$ cat src/rtl/axil_slave_read_bridge_if.sv
// Bundles the AXI4-Lite read channels and the user-side request/data port
// so that the bridge and its environment share one set of wires.
interface axil_slave_read_bridge_if #(
    parameter int unsigned ADDR_WIDTH = 32,
    parameter int unsigned DATA_WIDTH = 32
);
    logic                  S_AXIL_ARVALID;
    logic                  S_AXIL_ARREADY;
    logic [ADDR_WIDTH-1:0] S_AXIL_ARADDR;
    logic [2:0]            S_AXIL_ARPROT;
    logic                  S_AXIL_RVALID;
    logic                  S_AXIL_RREADY;
    logic [DATA_WIDTH-1:0] S_AXIL_RDATA;
    logic [1:0]            S_AXIL_RRESP;

    logic                  user_port_arvalid;
    logic                  user_port_arready;
    logic [ADDR_WIDTH-1:0] user_port_araddr;
    logic [2:0]            user_port_arprot;
    logic                  user_port_rready;
    logic                  user_port_rvalid;
    logic [DATA_WIDTH-1:0] user_port_rdata;
    logic [1:0]            user_port_rresp;

    // Bridge view: AXI slave on one side, request master toward the peripheral.
    modport slave (
        input  S_AXIL_ARVALID, S_AXIL_ARADDR, S_AXIL_ARPROT, S_AXIL_RREADY,
        input  user_port_arready, user_port_rvalid, user_port_rdata, user_port_rresp,
        output S_AXIL_ARREADY, S_AXIL_RVALID, S_AXIL_RDATA, S_AXIL_RRESP,
        output user_port_arvalid, user_port_araddr, user_port_arprot, user_port_rready
    );

    // Environment view: the AXI master plus the peripheral behind the bridge.
    modport master (
        output S_AXIL_ARVALID, S_AXIL_ARADDR, S_AXIL_ARPROT, S_AXIL_RREADY,
        output user_port_arready, user_port_rvalid, user_port_rdata, user_port_rresp,
        input  S_AXIL_ARREADY, S_AXIL_RVALID, S_AXIL_RDATA, S_AXIL_RRESP,
        input  user_port_arvalid, user_port_araddr, user_port_arprot, user_port_rready
    );
endinterface

$ cat src/rtl/axil_slave_read_bridge.sv
// AXI4-Lite read slave bridging one outstanding read to a valid/ready user port,
// with window decode (DECERR), optional privilege check and a user-port watchdog (SLVERR).
module axil_slave_read_bridge #(
    parameter int unsigned           ADDR_WIDTH     = 32,
    parameter int unsigned           DATA_WIDTH     = 32,
    parameter logic [ADDR_WIDTH-1:0] BASE_ADDR      = '0,
    parameter int unsigned           SPAN_LOG2      = 12,
    parameter int unsigned           TIMEOUT_CYCLES = 16,
    parameter bit                    REQUIRE_PRIV   = 1'b0
) (
    input  logic                          S_AXIL_ACLK,
    input  logic                          S_AXIL_ARESETn,
    axil_slave_read_bridge_if.slave       bus,
    output logic [7:0]                    timeout_count
);

    localparam int unsigned BYTE_LSB = $clog2(DATA_WIDTH / 8);
    localparam logic [ADDR_WIDTH-1:0] ALIGN_MASK =
        ~((ADDR_WIDTH'(1) << BYTE_LSB) - ADDR_WIDTH'(1));
    localparam int unsigned WD_WIDTH = (TIMEOUT_CYCLES > 1) ? $clog2(TIMEOUT_CYCLES) : 1;
    localparam logic [WD_WIDTH-1:0] WD_LIMIT =
        WD_WIDTH'((TIMEOUT_CYCLES > 0) ? TIMEOUT_CYCLES - 1 : 0);
    localparam logic [1:0] RESP_SLVERR = 2'b10;
    localparam logic [1:0] RESP_DECERR = 2'b11;

    typedef enum logic [1:0] {IDLE, REQ, WAIT_DATA, RESP} state_t;

    typedef struct packed {
        logic                  arready;
        logic                  rvalid;
        logic [DATA_WIDTH-1:0] rdata;
        logic [1:0]            rresp;
        logic                  uarvalid;
        logic                  urready;
        logic [ADDR_WIDTH-1:0] uaraddr;
        logic [2:0]            uarprot;
        logic [WD_WIDTH-1:0]   wd_cnt;
        logic [7:0]            to_cnt;
    } regs_t;

    state_t                state_q, state_d;
    regs_t                 q, d;
    logic [ADDR_WIDTH-1:0] offset;
    logic                  in_window;
    logic                  priv_ok;
    logic                  wd_expired;
    logic [WD_WIDTH-1:0]   wd_next;

    // Unsigned subtraction makes addresses below BASE_ADDR wrap to huge offsets.
    assign offset     = bus.S_AXIL_ARADDR - BASE_ADDR;
    assign in_window  = (offset >> SPAN_LOG2) == '0;
    assign priv_ok    = !REQUIRE_PRIV || bus.S_AXIL_ARPROT[0];
    assign wd_expired = (TIMEOUT_CYCLES != 0) && (q.wd_cnt == WD_LIMIT);
    // Saturates at the limit so a late channel handshake keeps the watchdog expired.
    assign wd_next    = wd_expired ? q.wd_cnt : q.wd_cnt + WD_WIDTH'(1);

    function automatic regs_t abort_regs(input regs_t r);
        regs_t o;
        o        = r;
        o.rvalid = 1'b1;
        o.rresp  = RESP_SLVERR;
        o.rdata  = '0;
        o.to_cnt = (r.to_cnt == 8'hFF) ? r.to_cnt : r.to_cnt + 8'd1;
        return o;
    endfunction

    always_comb begin
        // NOTE: every output of this block gets a default first (d = q), so no
        // path leaves a signal unassigned and no latch is inferred.
        state_d    = state_q;
        d          = q;
        d.arready  = 1'b0;
        d.uarvalid = 1'b0;
        d.urready  = 1'b0;

        unique case (state_q)
            IDLE: begin
                d.arready = 1'b1;
                if (bus.S_AXIL_ARVALID && q.arready) begin
                    d.arready = 1'b0;
                    d.uaraddr = offset & ALIGN_MASK;
                    d.uarprot = bus.S_AXIL_ARPROT;
                    if (!in_window) begin
                        state_d = RESP;
                        d.rvalid = 1'b1;
                        d.rresp  = RESP_DECERR;
                        d.rdata  = '0;
                    end else if (!priv_ok) begin
                        state_d = RESP;
                        d.rvalid = 1'b1;
                        d.rresp  = RESP_SLVERR;
                        d.rdata  = '0;
                    end else begin
                        state_d    = REQ;
                        d.uarvalid = 1'b1;
                        d.wd_cnt   = '0;
                    end
                end
            end
            REQ: begin
                if (bus.user_port_arready) begin
                    state_d   = WAIT_DATA;
                    d.urready = 1'b1;
                    d.wd_cnt  = wd_next;
                end else if (wd_expired) begin
                    state_d = RESP;
                    d       = abort_regs(d);
                end else begin
                    d.uarvalid = 1'b1;
                    d.wd_cnt   = wd_next;
                end
            end
            WAIT_DATA: begin
                if (bus.user_port_rvalid) begin
                    state_d  = RESP;
                    d.rvalid = 1'b1;
                    d.rdata  = bus.user_port_rdata;
                    d.rresp  = bus.user_port_rresp;
                end else if (wd_expired) begin
                    state_d = RESP;
                    d       = abort_regs(d);
                end else begin
                    d.urready = 1'b1;
                    d.wd_cnt  = wd_next;
                end
            end
            RESP: begin
                if (bus.S_AXIL_RREADY) begin
                    state_d   = IDLE;
                    d.rvalid  = 1'b0;
                    d.arready = 1'b1;
                end
            end
            default: state_d = IDLE;
        endcase
    end

    always_ff @(posedge S_AXIL_ACLK or negedge S_AXIL_ARESETn) begin
        if (!S_AXIL_ARESETn) begin
            state_q <= IDLE;
            q       <= '0;
        end else begin
            // NOTE: non-blocking assignments so every register samples pre-edge values.
            state_q <= state_d;
            q       <= d;
        end
    end

    assign bus.S_AXIL_ARREADY    = q.arready;
    assign bus.S_AXIL_RVALID     = q.rvalid;
    assign bus.S_AXIL_RDATA      = q.rdata;
    assign bus.S_AXIL_RRESP      = q.rresp;
    assign bus.user_port_arvalid = q.uarvalid;
    assign bus.user_port_rready  = q.urready;
    assign bus.user_port_araddr  = q.uaraddr;
    assign bus.user_port_arprot  = q.uarprot;
    assign timeout_count         = q.to_cnt;

endmodule

$ cat src/flat_wrapper.sv
// flat-port wrapper written by rule: the top's interface ports become plain ports
module axil_slave_read_bridge_flat 
#(
    parameter int unsigned           ADDR_WIDTH     = 32,
    parameter int unsigned           DATA_WIDTH     = 32,
    parameter logic [ADDR_WIDTH-1:0] BASE_ADDR      = '0,
    parameter int unsigned           SPAN_LOG2      = 12,
    parameter int unsigned           TIMEOUT_CYCLES = 16,
    parameter bit                    REQUIRE_PRIV   = 1'b0
)
  (S_AXIL_ACLK, S_AXIL_ARESETn, timeout_count, bus_S_AXIL_ARVALID, bus_S_AXIL_ARADDR, bus_S_AXIL_ARPROT, bus_S_AXIL_RREADY, bus_user_port_arready, bus_user_port_rvalid, bus_user_port_rdata, bus_user_port_rresp, bus_S_AXIL_ARREADY, bus_S_AXIL_RVALID, bus_S_AXIL_RDATA, bus_S_AXIL_RRESP, bus_user_port_arvalid, bus_user_port_araddr, bus_user_port_arprot, bus_user_port_rready);
  axil_slave_read_bridge_if #(.ADDR_WIDTH(ADDR_WIDTH), .DATA_WIDTH(DATA_WIDTH)) bus_i ();
  input  logic S_AXIL_ACLK;
  input  logic S_AXIL_ARESETn;
  output logic [7:0] timeout_count;
  input wire logic [$bits(bus_i.S_AXIL_ARVALID)-1:0] bus_S_AXIL_ARVALID;
  input wire logic [$bits(bus_i.S_AXIL_ARADDR)-1:0] bus_S_AXIL_ARADDR;
  input wire logic [$bits(bus_i.S_AXIL_ARPROT)-1:0] bus_S_AXIL_ARPROT;
  input wire logic [$bits(bus_i.S_AXIL_RREADY)-1:0] bus_S_AXIL_RREADY;
  input wire logic [$bits(bus_i.user_port_arready)-1:0] bus_user_port_arready;
  input wire logic [$bits(bus_i.user_port_rvalid)-1:0] bus_user_port_rvalid;
  input wire logic [$bits(bus_i.user_port_rdata)-1:0] bus_user_port_rdata;
  input wire logic [$bits(bus_i.user_port_rresp)-1:0] bus_user_port_rresp;
  output wire logic [$bits(bus_i.S_AXIL_ARREADY)-1:0] bus_S_AXIL_ARREADY;
  output wire logic [$bits(bus_i.S_AXIL_RVALID)-1:0] bus_S_AXIL_RVALID;
  output wire logic [$bits(bus_i.S_AXIL_RDATA)-1:0] bus_S_AXIL_RDATA;
  output wire logic [$bits(bus_i.S_AXIL_RRESP)-1:0] bus_S_AXIL_RRESP;
  output wire logic [$bits(bus_i.user_port_arvalid)-1:0] bus_user_port_arvalid;
  output wire logic [$bits(bus_i.user_port_araddr)-1:0] bus_user_port_araddr;
  output wire logic [$bits(bus_i.user_port_arprot)-1:0] bus_user_port_arprot;
  output wire logic [$bits(bus_i.user_port_rready)-1:0] bus_user_port_rready;
  assign bus_i.S_AXIL_ARVALID = bus_S_AXIL_ARVALID;
  assign bus_i.S_AXIL_ARADDR = bus_S_AXIL_ARADDR;
  assign bus_i.S_AXIL_ARPROT = bus_S_AXIL_ARPROT;
  assign bus_i.S_AXIL_RREADY = bus_S_AXIL_RREADY;
  assign bus_i.user_port_arready = bus_user_port_arready;
  assign bus_i.user_port_rvalid = bus_user_port_rvalid;
  assign bus_i.user_port_rdata = bus_user_port_rdata;
  assign bus_i.user_port_rresp = bus_user_port_rresp;
  assign bus_S_AXIL_ARREADY = bus_i.S_AXIL_ARREADY;
  assign bus_S_AXIL_RVALID = bus_i.S_AXIL_RVALID;
  assign bus_S_AXIL_RDATA = bus_i.S_AXIL_RDATA;
  assign bus_S_AXIL_RRESP = bus_i.S_AXIL_RRESP;
  assign bus_user_port_arvalid = bus_i.user_port_arvalid;
  assign bus_user_port_araddr = bus_i.user_port_araddr;
  assign bus_user_port_arprot = bus_i.user_port_arprot;
  assign bus_user_port_rready = bus_i.user_port_rready;
  axil_slave_read_bridge #(.ADDR_WIDTH(ADDR_WIDTH), .DATA_WIDTH(DATA_WIDTH), .BASE_ADDR(BASE_ADDR), .SPAN_LOG2(SPAN_LOG2), .TIMEOUT_CYCLES(TIMEOUT_CYCLES), .REQUIRE_PRIV(REQUIRE_PRIV)) u_core (.S_AXIL_ACLK(S_AXIL_ACLK), .S_AXIL_ARESETn(S_AXIL_ARESETn), .bus(bus_i), .timeout_count(timeout_count));
endmodule
$ cat config.mk
export PLATFORM = sky130hd
export DESIGN_NAME = axil_slave_read_bridge_flat
export DESIGN_NICKNAME = d
export VERILOG_FILES = /design/src/rtl/axil_slave_read_bridge_if.sv /design/src/rtl/axil_slave_read_bridge.sv /design/src/flat_wrapper.sv
export SDC_FILE = /design/constraint.sdc
export NUM_CORES = 1
export LEC_CHECK = 0
export ABC_AREA = 0
export ABC_CLOCK_PERIOD_IN_PS = 1820
export BUFFER_PORTS_ARGS = -buffer_cell sky130_fd_sc_hd__buf_2
export CAP_MARGIN = 20
export CORE_ASPECT_RATIO = 1.75
export CORE_MARGIN = 8
export CORE_UTILIZATION = 45
export CTS_BUF_LIST = sky130_fd_sc_hd__clkbuf_8 sky130_fd_sc_hd__clkbuf_16
export CTS_CLUSTER_DIAMETER = 30
export DETAILED_ROUTE_END_ITERATION = 10
export HOLD_SLACK_MARGIN = 0.1
export PLACE_DENSITY_LB_ADDON = 0.05
export SYNTH_ARGS = -nofsm -noshare
export SYNTH_HDL_FRONTEND = slang
export SYNTH_SLANG_ARGS = --single-unit
$ cat constraint.sdc
create_clock -name S_AXIL_ACLK -period 1.82 [get_ports S_AXIL_ACLK]
set_clock_uncertainty 0.15 [all_clocks]
set_input_delay 0 -clock S_AXIL_ACLK [delete_from_list [all_inputs] [get_ports S_AXIL_ACLK]]
set_output_delay 0 -clock S_AXIL_ACLK [all_outputs]
set_load 0.01 [all_outputs]
==> results of run 1 <==
-- stage by stage --
stage | total power (uW) | worst slack [ps] | hold WS, ps
finish | 9880 | -135 | 159
global route | 10600 | -190 | 203
CTS | 9390 | -75.0 | -140
detailed placement | 7240 | -144 | -118
global placement | 7130 | -57.9 | -127
floorplan | 6400 | -40.5 | -446
-- report_power, final --
part / switching (uW) / total [uW] / internal (uW)
logic: 2540 / 4960 / 2420
clock network: 695 / 1880 / 1180
registers: 400 / 3050 / 2650
total: 3630 / 9880 / 6250
-- cell usage after synthesis (all sizes together) (2+ instances only) --
| library cell | instances | area share |
|---|---|---|
| mux2 | 3 | 0.0076 |
| nor4 | 7 | 0.017 |
| o21a | 2 | 0.0034 |
| o211ai | 2 | 0.0045 |
| nand2 | 112 | 0.095 |
| and3 | 3 | 0.0042 |
| a21boi | 3 | 0.0051 |
| nor3 | 4 | 0.0045 |
| buf | 84 | 0.14 |
| nand2b | 35 | 0.049 |
| ha | 8 | 0.023 |
| nand3 | 9 | 0.010 |
| nor2b | 3 | 0.0042 |
| xnor2 | 2 | 0.0039 |
| inv | 5 | 0.0042 |
| a21oi | 11 | 0.012 |
| o21ai | 75 | 0.084 |
| dfrtp | 85 | 0.48 |
| clkbuf | 15 | 0.013 |
| nor2 | 8 | 0.0068 |
-- layout make-up --
| cell class | count | area share |
|---|---|---|
| sequential | 85 | 0.334 |
| timing repair buffer | 276 | 0.315 |
| multi-input combinational | 304 | 0.276 |
| clock buffer | 9 | 0.0353 |
| tap | 125 | 0.0245 |
| clock inverter | 5 | 0.0122 |
| inverter | 5 | 0.00295 |
-- worst register-to-register path, stage by stage, from the launching register on --
cell and delay (ps):
dfrtp_2 440, inv_2 80, ha_2 200, nor2b_1 140, o211ai_1 200, nor3_2 300
mux2_4 320
-- kinds of logic after synthesis --
logic type	count (synthesis)
simple gates	186
buf+inv	104
compound gates	102
flops	85
fa+ha+maj	8
xor+xnor	3
mux	3
other cells	1
-- metal layers --
metal | part of all wire | wire length [um] | vias to the layer above
met5 | 0 | 0 | -
met4 | 0.018 | 218 | 0
met3 | 0.061 | 737 | 15
met2 | 0.52 | 6260 | 107
met1 | 0.40 | 4850 | 1746
li1 | - | - | 1919
-- flip-flops by register name (all words and copies together), names as in the netlist --
register	cells
u_core.bus.S_AXIL_ARREADY	1
u_core.bus.S_AXIL_RDATA	32
u_core.bus.S_AXIL_RRESP	2
u_core.bus.S_AXIL_RVALID	1
u_core.bus.user_port_araddr	30
u_core.bus.user_port_arprot	3
u_core.bus.user_port_arvalid	1
u_core.bus.user_port_rready	1
u_core.q	4
u_core.state_q	2
u_core.timeout_count	8
-- placed cells by master, fill, tap and decap left out, drive strengths merged, types with 8 or more instances in the layout --
cell / netlist / layout
nand2b: 35 / 35
buf: 84 / 199
ha: 8 / 8
dfrtp: 85 / 85
a21oi: 11 / 11
nand3: 9 / 9
nand2: 112 / 112
clkbuf: 15 / 12
dlygate4sd3: 0 / 74
o21ai: 75 / 75
nor2: 8 / 8
-- timing repair --
action,CTS,global route
pin swaps,2,4
hold buffers,72,4
resized for setup,8,43
setup buffers,1,3
cloned,0,5
hold endpoints to repair,157,5
endpoints found under the setup margin,44,82
-- worst min-delay path by stage --
stage	slack, ps	start	endpoint	cells past startpoint
5_1_grt	200	bus_S_AXIL_ARADDR[21]	u_core.state_q[1]$_DFFE_PN0P_	6
3_3_place_gp	-130	S_AXIL_ARESETn	u_core.bus.S_AXIL_RDATA[10]$_DFFE_PN0P_	1
2_1_floorplan	-450	S_AXIL_ARESETn	u_core.bus.S_AXIL_ARREADY$_DFF_PN0_	0
6_report	160	bus_S_AXIL_ARADDR[21]	u_core.state_q[1]$_DFFE_PN0P_	6
4_1_cts	-140	bus_user_port_rvalid	u_core.bus.S_AXIL_RDATA[17]$_DFFE_PN0P_	3
3_5_place_dp	-120	S_AXIL_ARESETn	u_core.bus.S_AXIL_RDATA[10]$_DFFE_PN0P_	1
==> metrics.cfg, run 1 <==
[worst_setup_path]
worst-path-buf-inv = 1
cp_max_fo = 4
r2r-start = u_core.state_q[1]$_DFFE_PN0P_
cp.depth = 6
path_cells = inv_2 > ha_2 > nor2b_1 > o211ai_1 > nor3_2 > mux2_4
cp-endpoint = u_core.timeout_count[5]$_DFFE_PN0P_
cpLargestDelayFamily = flip-flops
crit_type = reg -> reg
end_kind = flip-flop
r2r_setup_slack_ps = -140
crit_start = u_core.state_q[1]$_DFFE_PN0P_
cp_data_arrival_time_ps = 2020
crit_slowest_cell = dfrtp_2
max_stage_delay_ps = 440
r2r_end = u_core.timeout_count[5]$_DFFE_PN0P_
setup.worst_path.start_class = flip-flop
rr_worst_depth = 6
required_ps = 1880

[detailed_routing]
antenna_left = 0
vias = 3787
dr.pass1.iters = 4
wl_per_cell_um = 14.9
first_iter_violations = 94
routed_wl_mm = 12.1
drc = 0
viasPerCell = 4.68

[die]
die_y_um = 148
row_count = 48
io-pin-count = 156
die-width_um = 91.1
dieArea_sq_um = 13400
core_sq_um = 9730
start_util = 0.457

[logic_synthesis]
synth_edf_count = 0
seq_area_frac_synth = 0.478
synth_fa_ha_area_frac = 0.0225
synthMuxAreaShare = 0.00760
ys_ff_latch = 85
synth_compound_area_frac = 0.127
syn_area_per_cell_sq_um = 9.04
synth_top_family_by_area = simple AND/OR/NAND/NOR gates
synthXorXnorAreaFrac = 0.00591
synth_simple_gate_area_frac = 0.199
synthArstFlopShare = 1.00
netlist_instances = 492
yosysWarnings = 0
netlist_area_sq_um = 4450
synth_cell_types = 43
synth-main-ff-cell = dfrtp_1

[layout]
layout.area.seq_sq_um = 2130
multiInputGateArea_sq_um = 1760
area_delta_synth_final_pct = 43.3
antennaDiodeCount = 0
fin_nets = 764
drive_gt1_frac = 0.365
stdcell_count = 809
final_core_util = 0.655
design_area_sq_um = 6370
fillers = 833

[grt]
track_usage = 0.171
antenna_found_initial = 0
grtUsageMet3 = 0.0549
top_usage_layer = met2
use_met2 = 0.296
grt_max_degree = 67
grt_pass1_vias = 3872
grt_pass1_wl_mm = 18.8
grt.overflow.total = 0
use_met1 = 0.190

[pwr]
p_leak_uw = 0.00317
peakVddDrop_v = 0.000930
power.density_nw_per_um2 = 1550

[timing]
max_slew_margin = 0.634
tightestPinTransition_ps = 548
drv_slew = 0
max_freq_mhz = 511
setup_viol = 36
rsz0062_at_grt = true
final.period_utilization = 1.07
finalWorstSetupSlack_ps = -135
period_needed_ps = 1960
setup_tns_ps = -1300
final-hold-violation-count = 0

[clock_network]
clock-sinks = 85
clk_pin_slew_ps = 60
clockBufferDepth = 2
ctsRootBufferMaster = clkbuf_16
clk_latency_ps = 330
tritoncts = yes
cts_made_buffers = 9
h-tree-depth = 3

[place]
portBuffers = 151
placed_area_sq_um = 5040
hpwl_mm = 8.28
gp_congestion = 0.815
dp_cells = 710

[run_status]
violations = setup timing
status = finished with violations

[run]
maxCapViolations = 0

[worst_hold_path]
hold_class = in -> reg

Power figures use the tool's default switching activity.
==> run 2, diff against run 1 <==
--- a/config.mk
+++ b/config.mk
@@ -10,8 +10,8 @@
 export BUFFER_PORTS_ARGS = -buffer_cell sky130_fd_sc_hd__buf_2
 export CAP_MARGIN = 20
 export CORE_ASPECT_RATIO = 1.75
-export CORE_MARGIN = 8
-export CORE_UTILIZATION = 45
+export CORE_MARGIN = 4
+export CORE_UTILIZATION = 30
 export CTS_BUF_LIST = sky130_fd_sc_hd__clkbuf_8 sky130_fd_sc_hd__clkbuf_16
 export CTS_CLUSTER_DIAMETER = 30
 export DETAILED_ROUTE_END_ITERATION = 10
==> metrics.cfg, run 2 (synthesis gave the netlist of run 1 again) <==
[worst_setup_path]
cp_data_arrival_time_ps = 2030
crit_type = reg -> reg
cp_max_fo = 4
rr_worst_depth = 6
setup.worst_path.start_class = flip-flop
required_ps = 1900
r2r-start = u_core.state_q[0]$_DFFE_PN0P_
end_kind = flip-flop
r2r_end = u_core.timeout_count[1]$_DFFE_PN0P_
r2r_setup_slack_ps = -130

[die]
start_util = 0.308
io-pin-count = 156
dieArea_sq_um = 16900
row_count = 58
die-width_um = 100
core_sq_um = 14400
die_y_um = 169

[pwr]
p_leak_uw = 0.00356
peakVddDrop_v = 0.000603
power.density_nw_per_um2 = 1660
p_total_uw = 12000

[worst_hold_path]
min_from = bus_S_AXIL_ARADDR[15]
hold_path_end = u_core.bus.user_port_araddr[15]$_DFFE_PN0P_
hold_class = in -> reg
whs_path_depth = 3

[layout]
largest_register_ffs = 32
drive_gt1_frac = 0.497
final_common_cell = buf_2
stdcell_count = 876
design_area_sq_um = 7220
area_delta_synth_final_pct = 62.5
layout.area.seq_sq_um = 2130
fillers = 1355
multiInputGateArea_sq_um = 2170
mostFrequentLayoutCells = buf_2 (150), dfrtp_1 (84), dlygate4sd3_1 (73)
antennaDiodeCount = 0
fin_nets = 774

[grt]
grt_pass1_vias = 4004
grt_max_degree = 45
grt.overflow.total = 0
antenna_found_initial = 0
track_usage = 0.153
grt_pass1_wl_mm = 20.4

[timing]
period_needed_ps = 1950
finalWorstSetupSlack_ps = -134
max_freq_mhz = 512
setup_viol = 79
timing.hold.ws_ps = -225
drv_slew = 0
final.period_utilization = 1.07
rsz0062_at_grt = true
final-hold-violation-count = 2

[detailed_routing]
wl_per_cell_um = 16.1
vias = 4021
routed_wl_mm = 14.1
antenna_left = 0
drc = 0
dr.pass1.iters = 4
viasPerCell = 4.59
first_iter_violations = 85

[place]
portBuffers = 151
dp_cells = 761
hpwl_mm = 8.63
placed_area_sq_um = 5090
detailedPlace.worstSlack_ps = -156
gp_congestion = 0.782

[run_status]
status = finished with violations
violations = hold timing, setup timing

[run]
maxCapViolations = 0

[clock_network]
cts_made_buffers = 9
tritoncts = yes
h-tree-depth = 3
clockBufferDepth = 2
clock-sinks = 85
ctsRootBufferMaster = clkbuf_16
clk_pin_slew_ps = 60
clk_latency_ps = 340

## run 2: cell count changes in the layout (fill, tap and decap cells not counted), sizes merged
| cell | previous run | this run |
|---|---|---|
| clkbuf | 12 | 20 |
| clkinvlp | 1 | 2 |
| clkinv | 2 | 0 |
| inv | 5 | 8 |
| buf | 199 | 202 |
| dlygate4sd3 | 74 | 73 |
## run 2: per-layer routing
layer,vias to the layer above,part of all wire,GRT usage
met3,26,0.043,0.0256
met5,-,0,0
met2,111,0.54,0.275
met4,0,0.033,0.0657
met1,1933,0.38,0.177
li1,1951,-,-
## run 2: layout make-up
type | count | area share
inverters | 5 | 0.00294
clock inverters | 7 | 0.0126
flip-flops and latches | 85 | 0.295
well taps | 180 | 0.0312
multi-input cells | 304 | 0.300
clock buffers | 9 | 0.0312
repair buffers | 286 | 0.327
## run 2: metrics by stage
step,TNS (ps),util,hold WS [ps]
finish,-5320,0.500,-225
global route,-11850,0.500,-216
global placement,-2590,0.353,-222
floorplan,-88.8,-,-446
detailed placement,-4650,0.353,-217
CTS,-3700,0.441,-238
## run 2: worst max-delay path, cell delays in order (launching register included)
cell      delay [ps]
dfrtp_1          430
inv_2            140
ha_4             150
nor2b_4          190
o211ai_1         210
nor2_2           260
mux2_4           320
## run 2: repair_timing
item	CTS	global route
buffers inserted	4	7
gates cloned	4	13
setup endpoints to repair	78	82
resized for setup	28	180
hold buffers	72	1
hold endpoints to repair	158	4
pin swaps	15	64
## run 2: where the power goes
group / total, uW / switching [uW] / internal [uW] / leakage, uW
Sequential: 3200 / 555 / 2650 / 0.00114
Combinational: 6790 / 3310 / 3490 / 0.00227
Clock: 1980 / 780 / 1200 / 0.000155
Total: 12000 / 4640 / 7330 / 0.00356
## run 2: how the worst max path moves through the flow
stage               slack (ps)                                  end                     startpoint  cells past startpoint
finish                    -130  u_core.timeout_count[1]$_DFFE_PN0P_  u_core.state_q[0]$_DFFE_PN0P_                      6
global route              -200  u_core.timeout_count[1]$_DFFE_PN0P_  u_core.state_q[0]$_DFFE_PN0P_                      6
CTS                       -130  u_core.timeout_count[5]$_DFFE_PN0P_  u_core.state_q[0]$_DFFE_PN0P_                      6
detailed placement        -160  u_core.timeout_count[5]$_DFFE_PN0P_  u_core.state_q[0]$_DFFE_PN0P_                      6
global placement          -120  u_core.timeout_count[5]$_DFFE_PN0P_  u_core.state_q[0]$_DFFE_PN0P_                      6
floorplan                  -40  u_core.timeout_count[5]$_DFFE_PN0P_  u_core.state_q[0]$_DFFE_PN0P_                      7
